<file path="config.mk">
export PLATFORM = sky130hd
export DESIGN_NAME = apb_master_seq
export DESIGN_NICKNAME = d
export VERILOG_FILES = /design/src/rtl/apb_master_seq.sv
export SDC_FILE = /design/constraint.sdc
export NUM_CORES = 1
export LEC_CHECK = 0
export CAP_MARGIN = 10
export CORE_ASPECT_RATIO = 0.5
export CORE_MARGIN = 2
export CORE_UTILIZATION = 32
export DETAILED_ROUTE_END_ITERATION = 7
export PLACE_DENSITY = 0.67
export REMOVE_ABC_BUFFERS = 1
export SLEW_MARGIN = 20
export SYNTH_ARGS = -nofsm -noshare
export SYNTH_HDL_FRONTEND = slang
export SYNTH_SLANG_ARGS = --single-unit
</file>
<file path="constraint.sdc">
create_clock -name Hclk -period 6.8 [get_ports Hclk]
set_input_delay 1.36 -clock Hclk [delete_from_list [all_inputs] [get_ports Hclk]]
set_output_delay 1.36 -clock Hclk [all_outputs]
set_load 0.01 [all_outputs]
</file>
<file path="src/rtl/apb_master_seq.sv">
// apb_master_seq: APB initiator that turns single valid/ready commands into SETUP/ACCESS transfers with one registered response each.
module apb_master_seq (
   input  logic        Hclk,
   input  logic        Hreset,
   input  logic        cmd_valid,
   output logic        cmd_ready,
   input  logic        cmd_write,
   input  logic [31:0] cmd_addr,
   input  logic [31:0] cmd_wdata,
   output logic        rsp_valid,
   output logic [31:0] rsp_rdata,
   output logic        rsp_err,
   output logic [2:0]  Pselx,
   output logic        Penable,
   output logic        Pwrite,
   output logic [31:0] Paddr,
   output logic [31:0] Pwdata,
   input  logic [31:0] Prdata
);
   typedef enum logic [1:0] {IDLE, SETUP, ACCESS, ERR} state_t;
   state_t      state_q, state_d;
   logic [2:0]  sel_q, sel_d;
   logic        pwrite_q;
   logic [31:0] paddr_q, pwdata_q, rsp_rdata_q;
   logic        rsp_valid_q, rsp_err_q;
   logic        hit, acc, done;
   // Three 64 MiB windows starting at 0x8000_0000; 0x8C.. and above miss.
   assign hit = cmd_addr[31:28] == 4'h8 && cmd_addr[27:26] != 2'b11;
   assign sel_d = 3'b001 << cmd_addr[27:26];
   assign cmd_ready = ~Hreset & (state_q == IDLE | state_q == ACCESS);
   assign acc = cmd_valid & cmd_ready;
   assign done = state_q == ACCESS | state_q == ERR;
   always_comb begin
      state_d = acc ? (hit ? SETUP : ERR) : (state_q == SETUP ? ACCESS : IDLE);
   end
   always_ff @(posedge Hclk or posedge Hreset) begin
      if (Hreset) begin
         state_q     <= IDLE;
         sel_q       <= 3'b000;
         pwrite_q    <= 1'b0;
         paddr_q     <= 32'h0;
         pwdata_q    <= 32'h0;
         rsp_valid_q <= 1'b0;
         rsp_rdata_q <= 32'h0;
         rsp_err_q   <= 1'b0;
      end else begin
         state_q     <= state_d;
         rsp_valid_q <= done;
         if (acc && hit) begin
            sel_q    <= sel_d;
            pwrite_q <= cmd_write;
            paddr_q  <= cmd_addr;
            pwdata_q <= cmd_wdata;
         end
         if (done) begin
            rsp_err_q   <= state_q == ERR;
            rsp_rdata_q <= (state_q == ACCESS && !pwrite_q) ? Prdata : 32'h0;
         end
      end
   end
   assign Pselx     = (state_q == SETUP || state_q == ACCESS) ? sel_q : 3'b000;
   assign Penable   = state_q == ACCESS;
   assign Pwrite    = pwrite_q;
   assign Paddr     = paddr_q;
   assign Pwdata    = pwdata_q;
   assign rsp_valid = rsp_valid_q;
   assign rsp_rdata = rsp_rdata_q;
   assign rsp_err   = rsp_err_q;
endmodule

</file>
==> impl_metrics.json, run 1 <==
{
  "seq_area_frac_synth": 0.674,
  "ctsHoldBuffers": 0,
  "initial_utilization": 0.327,
  "fmax_ghz": 0.242,
  "rsz0062_at_grt": "false",
  "final.fill_count": 1014,
  "final_common_cell": "clkdlybuf4s50_1",
  "period_share": 0.608,
  "cts.path.max_buffers": 2,
  "port_buffers": 203,
  "vias": 2775,
  "swShare": 0.255,
  "worstPathRequired_ns": 5.44,
  "ys_types": 22,
  "utilization": 0.542,
  "core_sq_um": 11800,
  "internal-power_mw": 1.43,
  "final.setup.tns_ns": 0,
  "critPathMaxFanout": 4,
  "finalSetupViolCount": 0,
  "path_class": "input pin to output port",
  "grt_overflow_total": 0,
  "numCtsBuffers": 9,
  "slew_violations": 0,
  "die_x_um": 159,
  "dp_slack_ns": 2.67,
  "cts.sinks": 104,
  "synth_seq_cells": 104,
  "ctsResizeCount": 0,
  "start_kind": "input pin",
  "viasPerCell": 4.48,
  "netlist_area_sq_um": 3860,
  "root_buffer": "clkbuf_16",
  "critPathCaptureType": "output port",
  "slew_headroom": 0.354,
  "post-dp-hpwl_um": 7230,
  "cp_common_cell": "clkdlybuf4s50_1",
  "ys_warn_count": 0,
  "syn_avg_cell_area_sq_um": 15.8,
  "drt_iter0_markers": 107,
  "seq_power_share": 0.425,
  "skew_ns": 0.00403,
  "worstPathCellList": "clkdlybuf4s50_1 -> o21bai_1 -> inv_1 -> clkdlybuf4s50_1",
  "power.density_nw_per_um2": 300,
  "cp_slowest_stage_delay_ns": 0.55,
  "layout-drive-gt1-share": 0.182,
  "hp-class": "flop to flop",
  "clock_latency_ns": 0.33,
  "reg2regPathDepth": 7,
  "fp.dieH_um": 81.7,
  "io-pin-count": 204,
  "period_needed_ns": 4.13,
  "syn_to_final_growth_pct": 65.8,
  "cpMaxStageDelayCell": "clkdlybuf4s50_1",
  "tightest_slew_ns": 0.969,
  "drc": 0,
  "crit_cells": 4,
  "gp_congestion": 0.776,
  "antennaDiodeCount": 0,
  "grt_max_degree": 78,
  "grt_pass1_vias": 2786,
  "finalHoldViolCount": 0,
  "pwr-share-comb": 0.301,
  "cp_top_family": "buffers and inverters",
  "p_leak_nw": 2.87,
  "hold_path_depth": 1,
  "synth_cells": 245,
  "wl_per_cell_um": 16.0,
  "dr.pass1.iters": 4,
  "setup_ws_ns": 2.67,
  "clock_power_share": 0.274,
  "cp_num_buf_inv": 3,
  "crit_arrival_ns": 2.77,
  "grt_pass1_wl_um": 15200,
  "final_antenna_net_count": 0,
  "cts_tree": "built",
  "vdd_drop_max_uv": 124,
  "grt_antenna_before_repair": 0,
  "cts_setup_buffers": 0,
  "cts_max_level": 3,
  "mostFrequentLayoutCells": "clkdlybuf4s50_1, dfrtp_1, mux2_2",
  "status": "complete, no violations",
  "p_sw_mw": 0.489,
  "core.rowCount": 28,
  "clkTransAtPathRegs_ns": 0.06,
  "dieArea_sq_um": 13000,
  "routed_wl_um": 9920,
  "final_nets": 555,
  "maxCapViolations": 0,
  "grt_usage": 0.151
}
[worst paths after layout]
path                                 startpoint                     end  slack, ns
min reg2reg                 rsp_err$_DFFE_PP0P_     rsp_err$_DFFE_PP0P_       0.48
max                                      Hreset               cmd_ready       2.67
max reg2reg                state_q[0]$_DFF_PP0_  Pwdata[13]$_DFFE_PP0P_       4.33
max in group asynchronous                Hreset     rsp_valid$_DFF_PP0_       4.10
min                         rsp_err$_DFFE_PP0P_     rsp_err$_DFFE_PP0P_       0.48
min in group asynchronous                Hreset   Pwdata[8]$_DFFE_PP0P_       1.40
[flip-flops by register name, indices dropped and copies added (netlist names)]
register   flops
Paddr         32
Pwdata        32
rsp_rdata     32
sel_q          3
state_q        2
Pwrite         1
rsp_err        1
rsp_valid      1
[metal layers]
layer | part of all wire | wire (um) | vias up | track usage
li1 | - | - | 1286 | -
met1 | 0.41 | 4100 | 1422 | 0.181
met2 | 0.55 | 5420 | 59 | 0.277
met3 | 0.029 | 292 | 8 | 0.0389
met4 | 0.011 | 107 | 0 | 0.0382
met5 | 0 | 0 | - | 0
[cell type report]
cell class / instances / area [sq um] / area share
inverter: 9 / 36.3 / 0.00567
tap: 165 / 206 / 0.0323
timing repair buffer: 207 / 2060 / 0.322
clock inverter: 2 / 37.5 / 0.00587
clock buffer: 13 / 270 / 0.0422
sequential: 104 / 2600 / 0.407
multi-input combinational: 120 / 1180 / 0.185
[power groups by stage]
stage	Clock (mW)	Sequential, mW	Combinational, mW
detailed placement	0	0.826	0.586
floorplan	0	0.886	0.149
finish	0.526	0.816	0.578
global route	0.565	0.834	0.614
global placement	0	0.823	0.582
CTS	0.549	0.817	0.588
[through the flow]
stage          cell area (sq um)  total power, mW  hold slack [ns]  cells
2_1_floorplan               3810             1.03            0.448    233
3_3_place_gp                6090             1.40            0.450    605
3_5_place_dp                6090             1.41            0.462    605
4_1_cts                     6400             1.95            0.482    620
5_1_grt                     6400             2.01            0.492    620
6_report                    6400             1.92            0.477    620
[cells by family (layout without fill, tap and decap cells)]
kind of cell               Yosys count  count (layout)  synth area share
AOI/OAI and AO/OA                   40              40            0.0872
adders and majority gates            4               4            0.0130
buffers and inverters               21             231            0.0224
DFF                                104             104             0.674
muxes                               59              59             0.172
and+or+nand+nor                     17              17            0.0311
[Yosys cell counts]
library cell | instances | area share
nor2_1 | 3 | 0.0029
a21o_1 | 1 | 0.0019
nand4_1 | 1 | 0.0016
nand2_1 | 1 | 0.00097
nor4b_2 | 1 | 0.0039
and2_1 | 6 | 0.0097
a22o_1 | 32 | 0.073
buf_2 | 6 | 0.0078
nor4_1 | 1 | 0.0016
nand4_2 | 1 | 0.0032
o21a_1 | 3 | 0.0058
o2bb2ai_1 | 1 | 0.0023
dfrtp_1 | 104 | 0.67
or4_4 | 1 | 0.0029
inv_1 | 9 | 0.0088
a21oi_1 | 2 | 0.0026
mux2_2 | 59 | 0.17
o21bai_1 | 1 | 0.0019
ha_1 | 4 | 0.013
clkbuf_1 | 6 | 0.0058
or4b_1 | 1 | 0.0026
nand2b_1 | 1 | 0.0016
Power figures use the tool's default switching activity.
==> run 2: changes to the inputs <==
PLACE_DENSITY = 0.7   (was 0.67)
clock period = 3.6 ns   (was 6.8 ns; I/O delays follow)
==> run 2 against run 1 <==
  * Cell area fell by 0.39%
  * First-iteration DRC count rose by 38%
  * Register-to-register slack got worse by 3.2 ns
  * Sequential cell count did not move
  * Global-route usage rose by 0.14 points
  * Die area did not move
  * Combinational power rose by 90%
  * Total power rose by 84%
  * Utilization fell by 0.21 points
  * Critical path depth did not move
  * Clock skew rose by 0.0041 ns
  * Worst setup slack got worse by 1.9 ns
  * Largest power group unchanged
==> impl_metrics.json, run 2 (synthesis results as in run 1) <==
{
  "finalSetupViolCount": 0,
  "cts_max_level": 3,
  "initial_utilization": 0.327,
  "setup_ws_ns": 0.755,
  "cpMaxStageDelayCell": "clkdlybuf4s50_1",
  "dp_slack_ns": 0.701,
  "core_sq_um": 11800,
  "cts_tree": "built",
  "finalHoldViolCount": 0,
  "slew_violations": 0,
  "mostFrequentLayoutCells": "clkdlybuf4s50_1, dfrtp_1, mux2_2",
  "p_leak_nw": 2.86,
  "grt_overflow_total": 0,
  "grt_usage": 0.152,
  "path_class": "input pin to output port",
  "cts_setup_buffers": 0,
  "hp-class": "flop to flop",
  "die_x_um": 159,
  "routed_wl_um": 10100,
  "status": "complete, no violations",
  "drt_iter0_markers": 148,
  "critPathCaptureType": "output port",
  "worstPathCellList": "clkdlybuf4s50_1 -> o21bai_1 -> inv_1 -> clkdlybuf4s50_1",
  "viasPerCell": 4.45,
  "grt_pass1_vias": 2793,
  "cts.sinks": 104,
  "slew_headroom": 0.477,
  "layout-drive-gt1-share": 0.183,
  "grt_pass1_wl_um": 15300,
  "rsz0062_at_grt": "false",
  "wl_per_cell_um": 16.3,
  "dp_cells": 607,
  "ctsHoldBuffers": 0,
  "period_needed_ns": 2.84,
  "clock_latency_ns": 0.34,
  "power.density_nw_per_um2": 555,
  "vdd_drop_max_uv": 247,
  "final.setup.tns_ns": 0,
  "cp_common_cell": "clkdlybuf4s50_1",
  "port_buffers": 203,
  "fp.dieH_um": 81.7,
  "grt_max_degree": 65,
  "final_nets": 557,
  "cp_slowest_stage_delay_ns": 0.56,
  "grt_antenna_before_repair": 0,
  "antennaDiodeCount": 0,
  "dr.pass1.iters": 4,
  "numCtsBuffers": 9,
  "holdWs_ns": 0.468,
  "vias": 2773,
  "worstPathRequired_ns": 2.88,
  "fmax_ghz": 0.351,
  "core.rowCount": 28,
  "syn_to_final_growth_pct": 65.2,
  "post-dp-hpwl_um": 7530,
  "gp_congestion": 0.777,
  "drc": 0,
  "skew_ns": 0.00812,
  "cp_top_family": "buffers and inverters",
  "critPathMaxFanout": 4,
  "dieArea_sq_um": 13000,
  "period_share": 0.790,
  "tightest_slew_ns": 0.785,
  "final_cells": 623,
  "crit_arrival_ns": 2.12,
  "io-pin-count": 204,
  "final_common_cell": "clkdlybuf4s50_1",
  "root_buffer": "clkbuf_16",
  "start_kind": "input pin",
  "clkTransAtPathRegs_ns": 0.07,
  "maxCapViolations": 0,
  "final_antenna_net_count": 0,
  "ctsResizeCount": 0,
  "cts.path.max_buffers": 2,
  "cp_num_buf_inv": 3
}
-- run 2: cell types whose count changed in the layout (fill, tap and decap cells not counted) --
cell	before	now
clkbuf_1	1	3
bufinv_16	1	0
clkinv_2	0	2
clkbuf_8	3	1
buf_4	4	6
-- run 2: path summary, 6_finish.rpt --
path,slack [ns],start,end,depth (start not counted)
max in group asynchronous,2.01,Hreset,rsp_rdata[2]$_DFFE_PP0P_,3
hold reg to reg,0.47,Paddr[31]$_DFFE_PP0P_,Paddr[31]$_DFFE_PP0P_,1
min in group asynchronous,0.86,Hreset,Pwdata[7]$_DFFE_PP0P_,2
hold / removal,0.47,Paddr[31]$_DFFE_PP0P_,Paddr[31]$_DFFE_PP0P_,1
setup / recovery,0.76,Hreset,cmd_ready,4
setup reg to reg,1.18,state_q[0]$_DFF_PP0_,Pwdata[12]$_DFFE_PP0P_,7
-- run 2: final cells by class --
class                   instances  area (sq um)
repair buffers                209          2080
clock inverters                 3          17.5
multi-input cells             120          1180
clock buffers                  13           250
fillers                      1000          5430
flip-flops and latches        104          2600
well taps                     165           206
inverters                       9          36.3
-- run 2: power by group --
part	switching, mW	total (mW)	internal [mW]	leakage (nW)
Clock	0.410	0.897	0.487	0.130
Sequential	0.127	1.54	1.42	1.35
Combinational	0.401	1.10	0.696	1.38
Total	0.937	3.54	2.60	2.86
-- run 2: through the flow --
stage                      util  power, mW  area [sq um]
after detailed placement  0.517       2.68          6110
after global placement    0.517       2.66          6110
after global routing      0.540       3.72          6370
final                     0.540       3.54          6370
after CTS                 0.540       3.59          6370
after floorplan               -       1.95          3810
-- run 2: metal layers --
layer	vias up	track usage	wire, um
met3	8	0.0429	324
met4	0	0.0355	95
met5	-	0	0
met1	1420	0.179	4000
li1	1292	-	-
met2	53	0.283	5720
==> patch 1 (config.mk and constraints of run 1) <==
Put one more register stage on the output `rsp_err`, with the module's reset. The value now appears one clock later. The other outputs are not delayed to match.
--- a/src/rtl/apb_master_seq.sv
+++ b/src/rtl/apb_master_seq.sv
@@ -65,6 +65,12 @@
    assign Pwdata    = pwdata_q;
    assign rsp_valid = rsp_valid_q;
    assign rsp_rdata = rsp_rdata_q;
-   assign rsp_err   = rsp_err_q;
+   always_ff @(posedge Hclk or posedge Hreset) begin
+      if (Hreset) begin
+         rsp_err <= '0;
+      end else begin
+         rsp_err <= rsp_err_q;
+      end
+   end
 endmodule
 
Function: changed (a bounded check fails within 4 cycles, from zero or initial values and one cycle with Hreset high).
==> patch 1 against run 1 <==
- cell area hardly changed
- clock skew is essentially flat
- sequential cell count is 1 higher
- count of clock-buffer cells in the layout rose by 1
- wire length increased by 1.8%
- area after synthesis increased by 0.65%
- power decreased by 1.4%
- setup slack got worse by 0.021 ns
- critical endpoint unchanged
==> patch 1: results <==
[route]
drtIter0Drc = 167
wl_met2_um = 5280
via_count = 2807
finalWirelength_um = 10100
drtPass1Iterations = 4
wl_met1_um = 4250

[timing]
slew_headroom_pct = 42.3
finClkSkew_ns = 0.00436

[place]
dp.cells = 606
hpwl_um = 7150
gp_congestion = 0.756
port_buffers = 203
placed_cell_area_um2 = 6120

[grt]
grt_first_pass_wirelength_um = 15100
grt_max_degree = 70
track_usage_pct = 15.1
grtUsageMet1_pct = 18.3

[yosys]
synthMuxAreaShare_pct = 17.1
syn_avg_cell_area_um2 = 15.8
synthAdderAreaFrac_pct = 1.29
synth_compound_area_share_pct = 8.66
ys_seq_area_share_pct = 67.6
synthTopCellsByCount = "dfrtp_1 (105), mux2_2 (59), a22o_1 (32), inv_1 (9)"

[pwr]
ir_drop_v = 0.000122
powerSeq_mw = 0.824
powerClk_mw = 0.489
leakage_nw = 2.87
pg_comb_mw = 0.580

[setup_path]
crit_required_ns = 5.44

[layout]
fin_nets = 556
finalNonFillerCells = 622
drive_above_1_share_pct = 17.9

[status]
status = "completed"

[clock_network]
htree_levels = 3
-- patch 1: cell type report --
type / instances / area [um2]
Clock buffer: 14 / 264
Tap cell: 165 / 206
Sequential cell: 105 / 2630
Clock inverter: 2 / 12.5
Fill cell: 1053 / 5450
Timing Repair Buffer: 207 / 2060
Inverter: 9 / 36.3
Multi-Input combinational cell: 120 / 1180
-- patch 1: per-stage QoR --
stage | hold slack, ns | util (%) | setup WS (ns)
finish | 0.380 | 54.0 | 2.65
global route | 0.401 | 54.0 | 2.62
CTS | 0.384 | 54.0 | 2.65
detailed placement | 0.370 | 51.7 | 2.65
global placement | 0.362 | 51.7 | 2.69
floorplan | 0.354 | - | 2.68
-- patch 1: final timing paths --
path	end	slack [ns]	depth (start not counted)
max	cmd_ready	2.65	4
min	rsp_err	0.38	0
max reg2reg	Pwdata[29]	4.34	7
min reg2reg	rsp_err	0.38	0
max in group asynchronous	Pwdata[15]	4.12	3
min in group asynchronous	rsp_rdata[5]	1.45	2
==> patch 2 (settings of run 1) <==
Without the edit above. Make the reset (`Hreset`) synchronous in one clocked block.
--- a/src/rtl/apb_master_seq.sv
+++ b/src/rtl/apb_master_seq.sv
@@ -33,7 +33,7 @@
    always_comb begin
       state_d = acc ? (hit ? SETUP : ERR) : (state_q == SETUP ? ACCESS : IDLE);
    end
-   always_ff @(posedge Hclk or posedge Hreset) begin
+   always_ff @(posedge Hclk) begin
       if (Hreset) begin
          state_q     <= IDLE;
          sel_q       <= 3'b000;
Function: differs if Hreset is asserted again (counterexample within 4 cycles, from zero or initial values and one cycle with Hreset high); with Hreset held inactive, the same outputs for 10 cycles.
==> patch 2 against run 1 <==
- wire length rose by 7.9%
- setup slack gained 0.40 ns
- register-to-register slack improved by 0.21 ns
- critical path depth stayed put
- sequential cell count stayed put
- die area grew 0.47%
- sequential share of layout area is 7.8 points lower
- area after synthesis rose by 0.49%
- cell area decreased by 0.96%
- critical path type unchanged
Power is not compared: it rests on default switching activity, and its combinational part moved more than twofold at a synthesized area within 25%.
==> patch 2: results <==
[layout]
finalNonFillerCells = 728
fillerInstances = 1078
drive_above_1_share_pct = 13.0
fin_nets = 661

[status]
status = "completed"

[setup_path]
worstPathArrival_ns = 2.37
path_delay_family = "buffers and inverters"
cp_max_fo = 6
slowest_stage = "clkdlybuf4s50_1"
rr_endpoint = "Pwdata[0]"
ff2ff_setup_slack_ns = 4.54
worstReg2RegStart = "state_q[0]"

[route]
drtPass1Iterations = 4
via_count = 3232
routedWlPerCell_um = 14.7
drtIter0Drc = 217

[yosys]
syn_avg_cell_area_um2 = 10.6
async_flop_share_pct = 0
ys_seq_area_share_pct = 53.7
synthTopCellsByArea = "dfxtp_1 (54%), mux2_2 (14%), nor2b_1 (7.7%)"
ys.flop_type = "dfxtp_1"
synthTopCellsByCount = "dfxtp_1 (104), nor2b_1 (48), mux2_2 (47), nor2_1 (37), a22oi_1 (32)"
yosysUniqueCellTypes = 27

[grt]
grt_first_pass_wirelength_um = 16500
antenna_found_initial = 1
track_usage_pct = 16.1
grt_max_degree = 85

[flow_run]
cap_viol_max_count = 0

[place]
hpwl_um = 7440
gp_congestion = 0.741
dp.cells = 711
placed_cell_area_um2 = 6040

[clock_network]
cts_setup_buffers = 0
htree_levels = 3

[timing]
finClkSkew_ns = 0.00437
worst_slew_pin_slew_ns = 0.913

[hold_path]
hold_path.class = "register to register"
==> patch 2: cell type report <==
class / instances / share of cell area, %
flip-flops and latches: 104 / 32.8
repair buffers: 207 / 32.5
multi-input cells: 229 / 26.4
clock buffers: 10 / 3.77
well taps: 165 / 3.26
clock inverters: 6 / 0.928
inverters: 6 / 0.355
diodes: 1 / 0.0395
==> patch 2: tightest hold or removal path: cells and delay by family (launching register included) <==
family | cells | cell delay, ns
flip-flops | 1 | 0.31
AND/OR/NAND/NOR | 1 | 0.05
multiplexers | 1 | 0.05
==> patch 2: how the worst min path moves through the flow <==
| stage | startpoint | endpoint | depth (start not counted) |
|---|---|---|---|
| floorplan | sel_q[0] | sel_q[0] | 1 |
| global placement | Pwdata[1] | Pwdata[1] | 2 |
| detailed placement | Pwdata[31] | Pwdata[31] | 2 |
| CTS | Pwdata[27] | Pwdata[27] | 2 |
| global route | Pwdata[1] | Pwdata[1] | 2 |
| finish | Pwdata[27] | Pwdata[27] | 2 |
==> patch 2: report_power, final <==
part	internal [mW]	switching [mW]	total (mW)	leakage, nW
combinational	0.0901	0.0562	0.146	1.50
clock	0.294	0.223	0.516	0.152
sequential	0.622	0.00701	0.629	0.841
total	1.01	0.286	1.29	2.49
==> patch 2: through the flow <==
| step | hold slack, ns | setup WS [ns] | power, mW | utilization [%] |
|---|---|---|---|---|
| final | 0.460 | 3.07 | 1.29 | 53.7 |
| after global routing | 0.480 | 3.01 | 1.35 | 53.7 |
| after CTS | 0.461 | 3.07 | 1.31 | 53.7 |
| after detailed placement | 0.449 | 3.07 | 0.790 | 51.1 |
| after global placement | 0.441 | 3.08 | 0.788 | 51.1 |
| after floorplan | 0.460 | 2.83 | 0.686 | - |
==> patch 2: cells by family after synthesis <==
family,after synthesis,synth area share (%)
muxes,59,16.7
AOI/OAI and AO/OA,41,8.23
and+or+nand+nor,125,16.7
adders and majority gates,4,1.29
DFF,104,53.7
buffers and inverters,32,3.39
==> patch 2: per-layer routing <==
metal | track usage (%) | up-vias | wire length (um)
li1 | - | 1624 | -
met1 | 18.1 | 1529 | 4540
met2 | 29.9 | 69 | 5600
met3 | 4.24 | 10 | 413
met4 | 6.09 | 0 | 144
met5 | 0 | - | 0
